<file path="src/rtl/collision_resolver_pkg.sv">
// rtl/collision_resolver_pkg.sv - shared constants, state encoding and scoring helper
package collision_resolver_pkg;

  localparam int INVADERS_H   = 11;
  localparam int INVADERS_V   = 5;
  localparam int NUM_INVADERS = INVADERS_H * INVADERS_V;
  localparam int LIVES_INIT   = 3;
  localparam int HIT_FRAMES   = 60;
  localparam int SCORE_W      = 16;
  localparam int CODE_W       = 6;

  localparam logic [5:0] PTS_ROW0  = 6'd30;
  localparam logic [5:0] PTS_ROW12 = 6'd20;
  localparam logic [5:0] PTS_ROW34 = 6'd10;

  typedef enum logic [1:0] {
    ST_PLAY  = 2'd0,
    ST_HIT   = 2'd1,
    ST_CLEAR = 2'd2,
    ST_OVER  = 2'd3
  } state_t;

  // Row is (code-1)/h; compared against row boundaries to avoid a divider.
  function automatic logic [5:0] row_points(input logic [CODE_W-1:0] code, input int h);
    if (int'(code) <= h)
      return PTS_ROW0;
    else if (int'(code) <= 3 * h)
      return PTS_ROW12;
    else
      return PTS_ROW34;
  endfunction

endpackage

</file>
<file path="src/rtl/collision_resolver_latch.sv">
// rtl/collision_resolver_latch.sv - per-frame capture of pending invader and missile hits
module collision_resolver_latch
  import collision_resolver_pkg::*;
#(
  parameter int N = collision_resolver_pkg::NUM_INVADERS
) (
  input  logic              clk,
  input  logic              rst,
  input  logic              clear,
  input  logic              flush,
  input  logic [N-1:0]      mask,
  input  logic [CODE_W-1:0] invader_collision,
  input  logic [1:0]        player_collision,
  output logic [CODE_W-1:0] pend_inv,
  output logic [2:0]        pend_mis
);

  logic [63:0]       mask_ext;
  logic [CODE_W-1:0] idx;
  logic              code_ok;
  logic [2:0]        mis_oh;

  always_comb begin
    mask_ext = 64'(mask);
    idx      = invader_collision - 6'd1;
    code_ok  = (invader_collision != '0) && (int'(invader_collision) <= N) && mask_ext[idx];
    mis_oh   = 3'b000;
    case (player_collision)
      2'd1:    mis_oh = 3'b001;
      2'd2:    mis_oh = 3'b010;
      2'd3:    mis_oh = 3'b100;
      default: mis_oh = 3'b000;
    endcase
  end

  // On clear the latch reloads from this cycle's inputs so a same-cycle hit rolls into the next frame.
  always_ff @(posedge clk or posedge rst) begin
    if (rst) begin
      pend_inv <= '0;
      pend_mis <= '0;
    end else if (flush) begin
      pend_inv <= '0;
      pend_mis <= '0;
    end else if (clear) begin
      pend_inv <= code_ok ? invader_collision : '0;
      pend_mis <= mis_oh;
    end else begin
      if (pend_inv == '0 && code_ok)
        pend_inv <= invader_collision;
      pend_mis <= pend_mis | mis_oh;
    end
  end

endmodule

</file>
<file path="src/rtl/collision_resolver.sv">
// rtl/collision_resolver.sv - commits latched collisions once per frame into mask, score, lives and FSM
module collision_resolver #(
  parameter int INVADERS_H = collision_resolver_pkg::INVADERS_H,
  parameter int INVADERS_V = collision_resolver_pkg::INVADERS_V,
  parameter int LIVES_INIT = collision_resolver_pkg::LIVES_INIT,
  parameter int HIT_FRAMES = collision_resolver_pkg::HIT_FRAMES,
  parameter int SCORE_W    = collision_resolver_pkg::SCORE_W
) (
  input  logic                          clk,
  input  logic                          rst,
  input  logic                          frame,
  input  logic                          new_game,
  input  logic [5:0]                    invader_collision,
  input  logic [1:0]                    player_collision,
  output logic [INVADERS_H*INVADERS_V-1:0] invaders,
  output logic                          laser_kill,
  output logic [2:0]                    missile_kill,
  output logic [2:0]                    lives,
  output logic [SCORE_W-1:0]            score,
  output logic                          player_hit,
  output logic                          game_over,
  output logic                          wave_clear
);
  import collision_resolver_pkg::*;

  localparam int N   = INVADERS_H * INVADERS_V;
  localparam int HCW = $clog2(HIT_FRAMES + 1);

  state_t             state_q, state_d;
  logic [N-1:0]       inv_q, inv_d, mask_after;
  logic [SCORE_W-1:0] score_q, score_d;
  logic [2:0]         lives_q, lives_d;
  logic [HCW-1:0]     hit_cnt_q, hit_cnt_d;
  logic               laser_kill_q, laser_kill_d;
  logic [2:0]         missile_kill_q, missile_kill_d;
  logic               wave_clear_q, wave_clear_d;

  logic [CODE_W-1:0]  pend_inv;
  logic [2:0]         pend_mis;
  logic [CODE_W-1:0]  inv_idx;
  logic [63:0]        inv_ext;
  logic               inv_hit;
  logic               vulnerable;
  logic               lost_last;
  logic [SCORE_W:0]   score_sum;

  collision_resolver_latch #(.N(N)) u_latch (
    .clk               (clk),
    .rst               (rst),
    .clear             (frame),
    .flush             (new_game),
    .mask              (inv_q),
    .invader_collision (invader_collision),
    .player_collision  (player_collision),
    .pend_inv          (pend_inv),
    .pend_mis          (pend_mis)
  );

  always_ff @(posedge clk or posedge rst) begin
    if (rst) begin
      state_q        <= ST_PLAY;
      inv_q          <= '1;
      score_q        <= '0;
      lives_q        <= 3'(LIVES_INIT);
      hit_cnt_q      <= '0;
      laser_kill_q   <= 1'b0;
      missile_kill_q <= '0;
      wave_clear_q   <= 1'b0;
    end else begin
      state_q        <= state_d;
      inv_q          <= inv_d;
      score_q        <= score_d;
      lives_q        <= lives_d;
      hit_cnt_q      <= hit_cnt_d;
      laser_kill_q   <= laser_kill_d;
      missile_kill_q <= missile_kill_d;
      wave_clear_q   <= wave_clear_d;
    end
  end

  always_comb begin
    state_d        = state_q;
    inv_d          = inv_q;
    score_d        = score_q;
    lives_d        = lives_q;
    hit_cnt_d      = hit_cnt_q;
    laser_kill_d   = 1'b0;
    missile_kill_d = '0;
    wave_clear_d   = 1'b0;
    lost_last      = 1'b0;
    mask_after     = inv_q;
    inv_idx        = pend_inv - 6'd1;
    inv_ext        = 64'(inv_q);
    // Re-check the mask: a code latched on a commit cycle may target an invader that commit removed.
    inv_hit        = (pend_inv != '0) && inv_ext[inv_idx];
    score_sum      = {1'b0, score_q} + (SCORE_W+1)'(row_points(pend_inv, INVADERS_H));
    // CLEAR remembers its prior state only through hit_cnt, so zero means it came from PLAY.
    vulnerable     = (state_q == ST_PLAY) || (state_q == ST_CLEAR && hit_cnt_q == '0);

    if (new_game) begin
      state_d   = ST_PLAY;
      inv_d     = '1;
      score_d   = '0;
      lives_d   = 3'(LIVES_INIT);
      hit_cnt_d = '0;
    end else if (frame && state_q != ST_OVER) begin
      if (inv_hit) begin
        mask_after[inv_idx] = 1'b0;
        laser_kill_d        = 1'b1;
        score_d             = score_sum[SCORE_W] ? '1 : score_sum[SCORE_W-1:0];
      end
      missile_kill_d = pend_mis;
      if (hit_cnt_q != '0)
        hit_cnt_d = hit_cnt_q - HCW'(1);
      if (vulnerable && pend_mis != '0) begin
        if (lives_q != 3'd0)
          lives_d = lives_q - 3'd1;
        if (lives_d == 3'd0)
          lost_last = 1'b1;
        else
          hit_cnt_d = HCW'(HIT_FRAMES);
      end
      inv_d = mask_after;
      if (lost_last) begin
        state_d = ST_OVER;
      end else if (state_q == ST_CLEAR) begin
        inv_d        = '1;
        wave_clear_d = 1'b1;
        state_d      = (hit_cnt_d != '0) ? ST_HIT : ST_PLAY;
      end else if (mask_after == '0) begin
        state_d = ST_CLEAR;
      end else begin
        state_d = (hit_cnt_d != '0) ? ST_HIT : ST_PLAY;
      end
    end
  end

  assign invaders     = inv_q;
  assign laser_kill   = laser_kill_q;
  assign missile_kill = missile_kill_q;
  assign lives        = lives_q;
  assign score        = score_q;
  assign player_hit   = (state_q == ST_HIT);
  assign game_over    = (state_q == ST_OVER);
  assign wave_clear   = wave_clear_q;

endmodule

</file>
<file path="config.mk">
export PLATFORM = sky130hd
export DESIGN_NAME = collision_resolver
export DESIGN_NICKNAME = d
export VERILOG_FILES = /design/src/rtl/collision_resolver_pkg.sv /design/src/rtl/collision_resolver_latch.sv /design/src/rtl/collision_resolver.sv
export SDC_FILE = /design/constraint.sdc
export NUM_CORES = 1
export LEC_CHECK = 0
export ABC_AREA = 1
export CAP_MARGIN = 20
export CORE_MARGIN = 5
export CORE_UTILIZATION = 25
export CTS_CLUSTER_SIZE = 28
export DETAILED_ROUTE_END_ITERATION = 7
export PLACE_DENSITY_LB_ADDON = 0.15
export SYNTH_ARGS = -nofsm -noshare
export SYNTH_HDL_FRONTEND = slang
export SYNTH_SLANG_ARGS = --single-unit
</file>
<file path="constraint.sdc">
create_clock -name clk -period 7.3 [get_ports clk]
set_input_delay 1.825 -clock clk [delete_from_list [all_inputs] [get_ports clk]]
set_output_delay 1.825 -clock clk [all_outputs]
set_load 0.02 [all_outputs]
</file>
# Word-level counts from Yosys, hierarchy flattened

Cells that the tools add are included.

Bits in read-only memories: 0
Bits in latches: 0
Bits in writable memories: 0
Output and inout bits: 81
Word-level logic and storage cells: 116
Bits of input ports: 12
Register bits: 96
Memories kept: 0

$lt $le $gt $ge: 6
Equality and inequality tests: 7
Bitwise gates (word level): 3
Shift-type cells: 0
Div/mod/pow operators: 0
Reductions and logical operators: 26
Add/sub/neg operators: 5
Multiplexer cells: 59
$mul: 0

Operators by type and width:

| kind                | number |
|---|---|
| $mux 55             | 7 |
| $mux 6              | 11 |
| $mux 16             | 4 |
| $and 55x55->55      | 1 |
| $logic_not 55->1    | 1 |
| $not 55->55         | 1 |
| $mux 3              | 11 |
| $reduce_bool 6->1   | 4 |
| $sub 6x1->6 const B | 3 |
| $add 16x6->17       | 1 |
| $mux 1              | 15 |
| $lt 6x7->1 const B  | 2 |
| $bmux 1 s6          | 2 |
| $le 6x6->1 const B  | 2 |
| $logic_not 6->1     | 2 |
| $mux 2              | 5 |
| $mux 5              | 2 |
| $pmux 3 s3          | 1 |
| $reduce_bool 3->1   | 3 |
| $eq 2x2->1 const B  | 4 |
| $logic_and 1x1->1   | 8 |
| $demux 1 s6         | 1 |
| $ge 6x1->1 const B  | 1 |
| $le 6x4->1 const B  | 1 |
| 9 further kinds     | 13 |

# Longest topological paths before layout

Depth after elaboration: 19
Mapped depth: 25
Gate-level depth less buffers: 23

# By module

A second synthesis with hierarchy kept.

Cell total of the unflattened synthesis: 937
Area total of the unflattened synthesis: 6592.6 um^2

Modules (own cells, without submodules):

| module                   | instances | sequential area each (um^2) | cells each | area an instance (um^2) |
|---|---|---|---|---|
| collision_resolver       | 1         | 2248.4                      | 733        | 5442.7 |
| collision_resolver_latch | 1         | 225.2                       | 204        | 1149.9 |

# Least setup slack after synthesis

No wires, ideal clock.

Path type: input -> register
From: in invader_collision[0]
To: reg u_latch.pend_inv[2]
Stages on the path: 17
Data arrival time: 4.042 ns
Data required time: 7.217 ns
Slack: 3.175 ns
Library setup time: 0.083 ns
Path buffers: 4
Cell sequence: buf_2 -> inv_1 -> buf_2 -> ha_1 -> xnor2_1 -> buf_2 -> o21ai_0 -> a21oi_1 -> o21ai_0 -> nand3_1 -> nand3_1 -> nand3_1 -> nand4_1 -> o21ai_0 -> buf_2 -> nand4_1 -> o21ai_0

Longest elaborated chain between the ends: 7
Elaborated cells between the ends (all ways): 12
Those cells by class: add/sub (1); order compare (1); mux (5); reduce/logical (5)

RTL lines:

| item                         | line                           | RTL |
|---|---|---|
| start, declared              | collision_resolver.sv:13       | `input logic [5:0] invader_collision,` |
| $sub 6x1->6                  | collision_resolver_latch.sv:25 | `idx = invader_collision - 6'd1;` |
| $bmux 1 s6                   | collision_resolver_latch.sv:26 | `code_ok = (invader_collision != '0) && (int'(invader_collision) <= N) && mask_ext[idx];` |
| $mux 1 (not written as such) | collision_resolver_latch.sv:26 |  |
| $logic_and 1x1->1 *          | collision_resolver_latch.sv:26 |  |
| $mux 6                       | collision_resolver_latch.sv:45 | `pend_inv <= code_ok ? invader_collision : '0;` |
| $mux 6                       | collision_resolver_latch.sv:44 | `end else if (clear) begin` |
| $mux 6                       | collision_resolver_latch.sv:41 | `end else if (flush) begin` |
| end signal, assigned         | collision_resolver_latch.sv:45 |  |
| end signal, assigned         | collision_resolver_latch.sv:49 | `pend_inv <= invader_collision;` |
| end, declared                | collision_resolver_latch.sv:14 | `output logic [CODE_W-1:0] pend_inv,` |

Mark *: on every way between the ends. The rest lies on a longest branch, timed or not. The select of a mux whose other input is x is not followed.
A chain may end at the register's enable or synchronous reset.

# Worst setup path in the final report

From: in invader_collision[0]
To: reg u_latch.pend_inv[1]

Same word-level chain as after synthesis.

==> impl_metrics.toml <==
[run_status]
status = "completed"

[final_layout]
layout-drive-gt1-share = 0.0978
nNetsFinal = 1023
fin_util = 0.312
areaGrowthSynthToFinish_pct = 24.1
final_area_um2 = 8070
antenna_cells = 0

[placement]
place_ws_ns = 1.33
dp_hpwl_mm = 17.3
numPortBuffers = 92
gp_congestion = 0.859
placed_area_um2 = 7730

[critical_path]
start_kind = "primary input"
path_class = "primary input to flop"
startpoint = "invader_collision[0]"
crit_arrival_ns = 5.90
cp_slowest_stage_delay_ns = 0.86
cp_top_family = "compound AO/OA/AOI/OAI gates"
crit_buf_inv = 3
critical_path.slowest_cell = "o21ai_0"
path_cells = "clkdlybuf4s50_1, inv_1, ha_1, xnor2_1, inv_1, nor3_1, o21ai_0, nand3_1, nand3_1, nand3_1, nand4_1, o21ai_0, nand4_1, o21ai_0"
critical_path_required_ns = 7.56
reg2reg_from = "u_latch.pend_inv[0]"
end_kind = "flop"
path_max_fanout = 19

[synthesis]
ys_seq_area_frac = 0.380
avgSynthCellArea_um2 = 7.05
synth_cells = 923
ys_ff_latch = 96
synthesis.area_um2 = 6500
ys_types = 42
syn_nets = 949
ys_warn_count = 0

[floorplanning]
die_y_um = 171
io_pins = 93
dieWidth_um = 171
start_util = 0.252
dieArea_um2 = 29300
rows = 59
core-area_um2 = 25800

[sta]
max_freq_ghz = 0.178
fin_worst_skew_ns = 0.00757
whs_ns = 0.519
finalCritPeriodShare = 0.772
min_period_ns = 5.63
tns_ns = 0
worstMarginPinSlew_ns = 1.05
slew_viol_final = 0
rsz0062_at_grt = "false"
finalSetupViolCount = 0
finalHoldViolations = 0
slew-limit-headroom = 0.291
setup_ws_ns = 1.67

[pwr]
p_sw_mw = 0.771
powerDensity_nw_per_um2 = 240
combPwrFrac = 0.381
irDropWorstVdd_mv = 0.0980
total_leakage_power_nw = 3.66
p_seq_frac = 0.332
sw_frac_of_total = 0.399
power.internal_mw = 1.16
power_frac_clock = 0.287

[cts]
cts_tree = "built"
cts-root-buf = "clkbuf_16"
clk_pin_slew_worst_paths_ns = 0.07
cts-resized-gates = 0
cts_inserted_buffers = 9
cts_max_level = 3
clockBufferDepth = 2
cts_sinks = 96
clock_latency_ns = 0.36
cts_hold_buf = 0
postCtsSetupRepairBufs = 0

[route]
vias = 6606
drt_iter0_markers = 547
routedWlPerCell_um = 17.8
first_pass_iters = 5
route.detailed.drc = 0
routed_via_density = 4.94
ant_nets = 0
wl_mm = 23.8

[hold_path]
worstHoldStart = "u_latch.pend_mis[0]"
worst_hold_path_type = "flop to flop"

[grt]
grt.total_usage = 0.162
grt_pass1_wl_mm = 36.9
grt_pass1_vias = 6277
grt_max_degree = 58
antenna_found_initial = 1
grt.overflow.total = 0

[job]
max-cap-violations = 0
## flip-flops by register name, indices dropped and copies added, names as in the netlist
name and count:
invaders 55, score 16, hit_cnt_q 6, u_latch.pend_inv 6, lives 3, missile_kill 3, u_latch.pend_mis 3, state_q 2
laser_kill 1, wave_clear 1
## cell usage after synthesis
library cell,count,area [um2]
nand2_1,235,882
inv_1,124,465
o21ai_0,113,566
nor2_1,76,285
dfstp_2,57,1500
nand3_1,54,270
o211ai_1,41,308
dfrtp_1,39,976
a21oi_1,31,155
nand4_1,29,181
buf_2,18,90.1
clkbuf_1,13,48.8
ha_1,13,163
xor2_1,11,96.3
nor3_1,8,40.0
o21ai_1,7,35.0
o221ai_1,7,61.3
o22ai_1,6,37.5
inv_2,4,15.0
nand2_2,4,25.0
o2111ai_1,4,35.0
a31oi_1,3,18.8
xnor2_1,3,26.3
buf_4,2,15.0
nor2_2,2,12.5
nor4_1,2,12.5
o32ai_1,2,17.5
a31oi_2,1,12.5
and3_1,1,6.26
buf_1,1,3.75
buf_6,1,11.3
fa_1,1,20.0
inv_4,1,6.26
nand2_4,1,11.3
nand3_2,1,10.0
nand3_4,1,17.5
nand3b_1,1,7.51
nand4_4,1,21.3
nor2_4,1,11.3
o31ai_1,1,7.51
or2_2,1,6.26
xor2_2,1,16.3
## metrics by stage
stage	power, mW	instances
3_3_place_gp	1.38	1321
3_5_place_dp	1.39	1321
2_1_floorplan	1.15	923
5_1_grt	2.07	1337
4_1_cts	1.95	1337
6_report	1.93	1337
## power by group through the flow
stage	combinational, mW	clock [mW]	sequential, mW
detailed placement	0.736	0	0.651
floorplan	0.476	0	0.673
global route	0.827	0.591	0.651
CTS	0.739	0.571	0.644
finish	0.736	0.555	0.643
global placement	0.731	0	0.653
## cell families (layout without fill, tap and decap cells)
| kind of cell | Yosys count | count (layout) | share of synthesized area |
|---|---|---|---|
| AOI/OAI and AO/OA | 216 | 216 | 0.193 |
| DFF | 96 | 96 | 0.380 |
| adders and majority gates | 14 | 14 | 0.0281 |
| xor gates and xnor gates | 15 | 15 | 0.0214 |
| buffers and inverters | 164 | 243 | 0.101 |
| and+or+nand+nor | 418 | 418 | 0.277 |
## placed cells by master, fill, tap and decap left out, drive strengths merged, types with 3 or more instances in the layout
cell type | synthesis | routed
inv | 129 | 129
o22ai | 6 | 6
dfrtp | 39 | 39
xor2 | 12 | 12
clkdlybuf4s50 | 0 | 92
ha | 13 | 13
buf | 22 | 6
a21oi | 31 | 31
o21ai | 120 | 120
o221ai | 7 | 7
nand2 | 240 | 240
nor3 | 8 | 8
nand3 | 56 | 56
nand4 | 30 | 30
nor2 | 79 | 79
a31oi | 4 | 4
o2111ai | 4 | 4
dfstp | 57 | 57
xnor2 | 3 | 3
clkbuf | 13 | 12
o211ai | 41 | 41
## routing by layer
metal	part of all wire	routed length [um]	vias to the layer above	track usage
li1	-	-	3228	-
met1	0.48	11500	3150	0.238
met2	0.44	10600	189	0.246
met3	0.053	1250	37	0.0237
met4	0.019	464	2	0.0513
met5	0.00046	11	-	0
## final timing paths
kind	to	slack (ns)	cells after the start
worst max-delay path	u_latch.pend_inv[1]	1.67	14
worst min-delay path	u_latch.pend_mis[0]	0.52	2
worst max register to register	state_q[0]	3.10	17
worst min register to register	u_latch.pend_mis[0]	0.52	2
max in group asynchronous	lives[2]	4.32	3
min in group asynchronous	score[15]	1.85	2
## area by class of cell
class                   instances  area, um2
flip-flops and latches         96       2470
clock inverters                 4       73.8
multi-input cells             663       3380
clock buffers                  12        268
fillers                      2820      17800
inverters                     129        489
well taps                     335        419
repair buffers                 98        966
## worst register-to-register path: cells and delay by family (launching register included)
| kind | cells | cell delay, ns |
|---|---|---|
| and+or+nand+nor | 11 | 1.69 |
| DFF | 1 | 0.41 |
| adders and majority gates | 1 | 0.64 |
| buffers and inverters | 4 | 1.03 |
| AOI/OAI and AO/OA | 1 | 0.33 |
No activity file was read; power rests on OpenSTA's default activity.
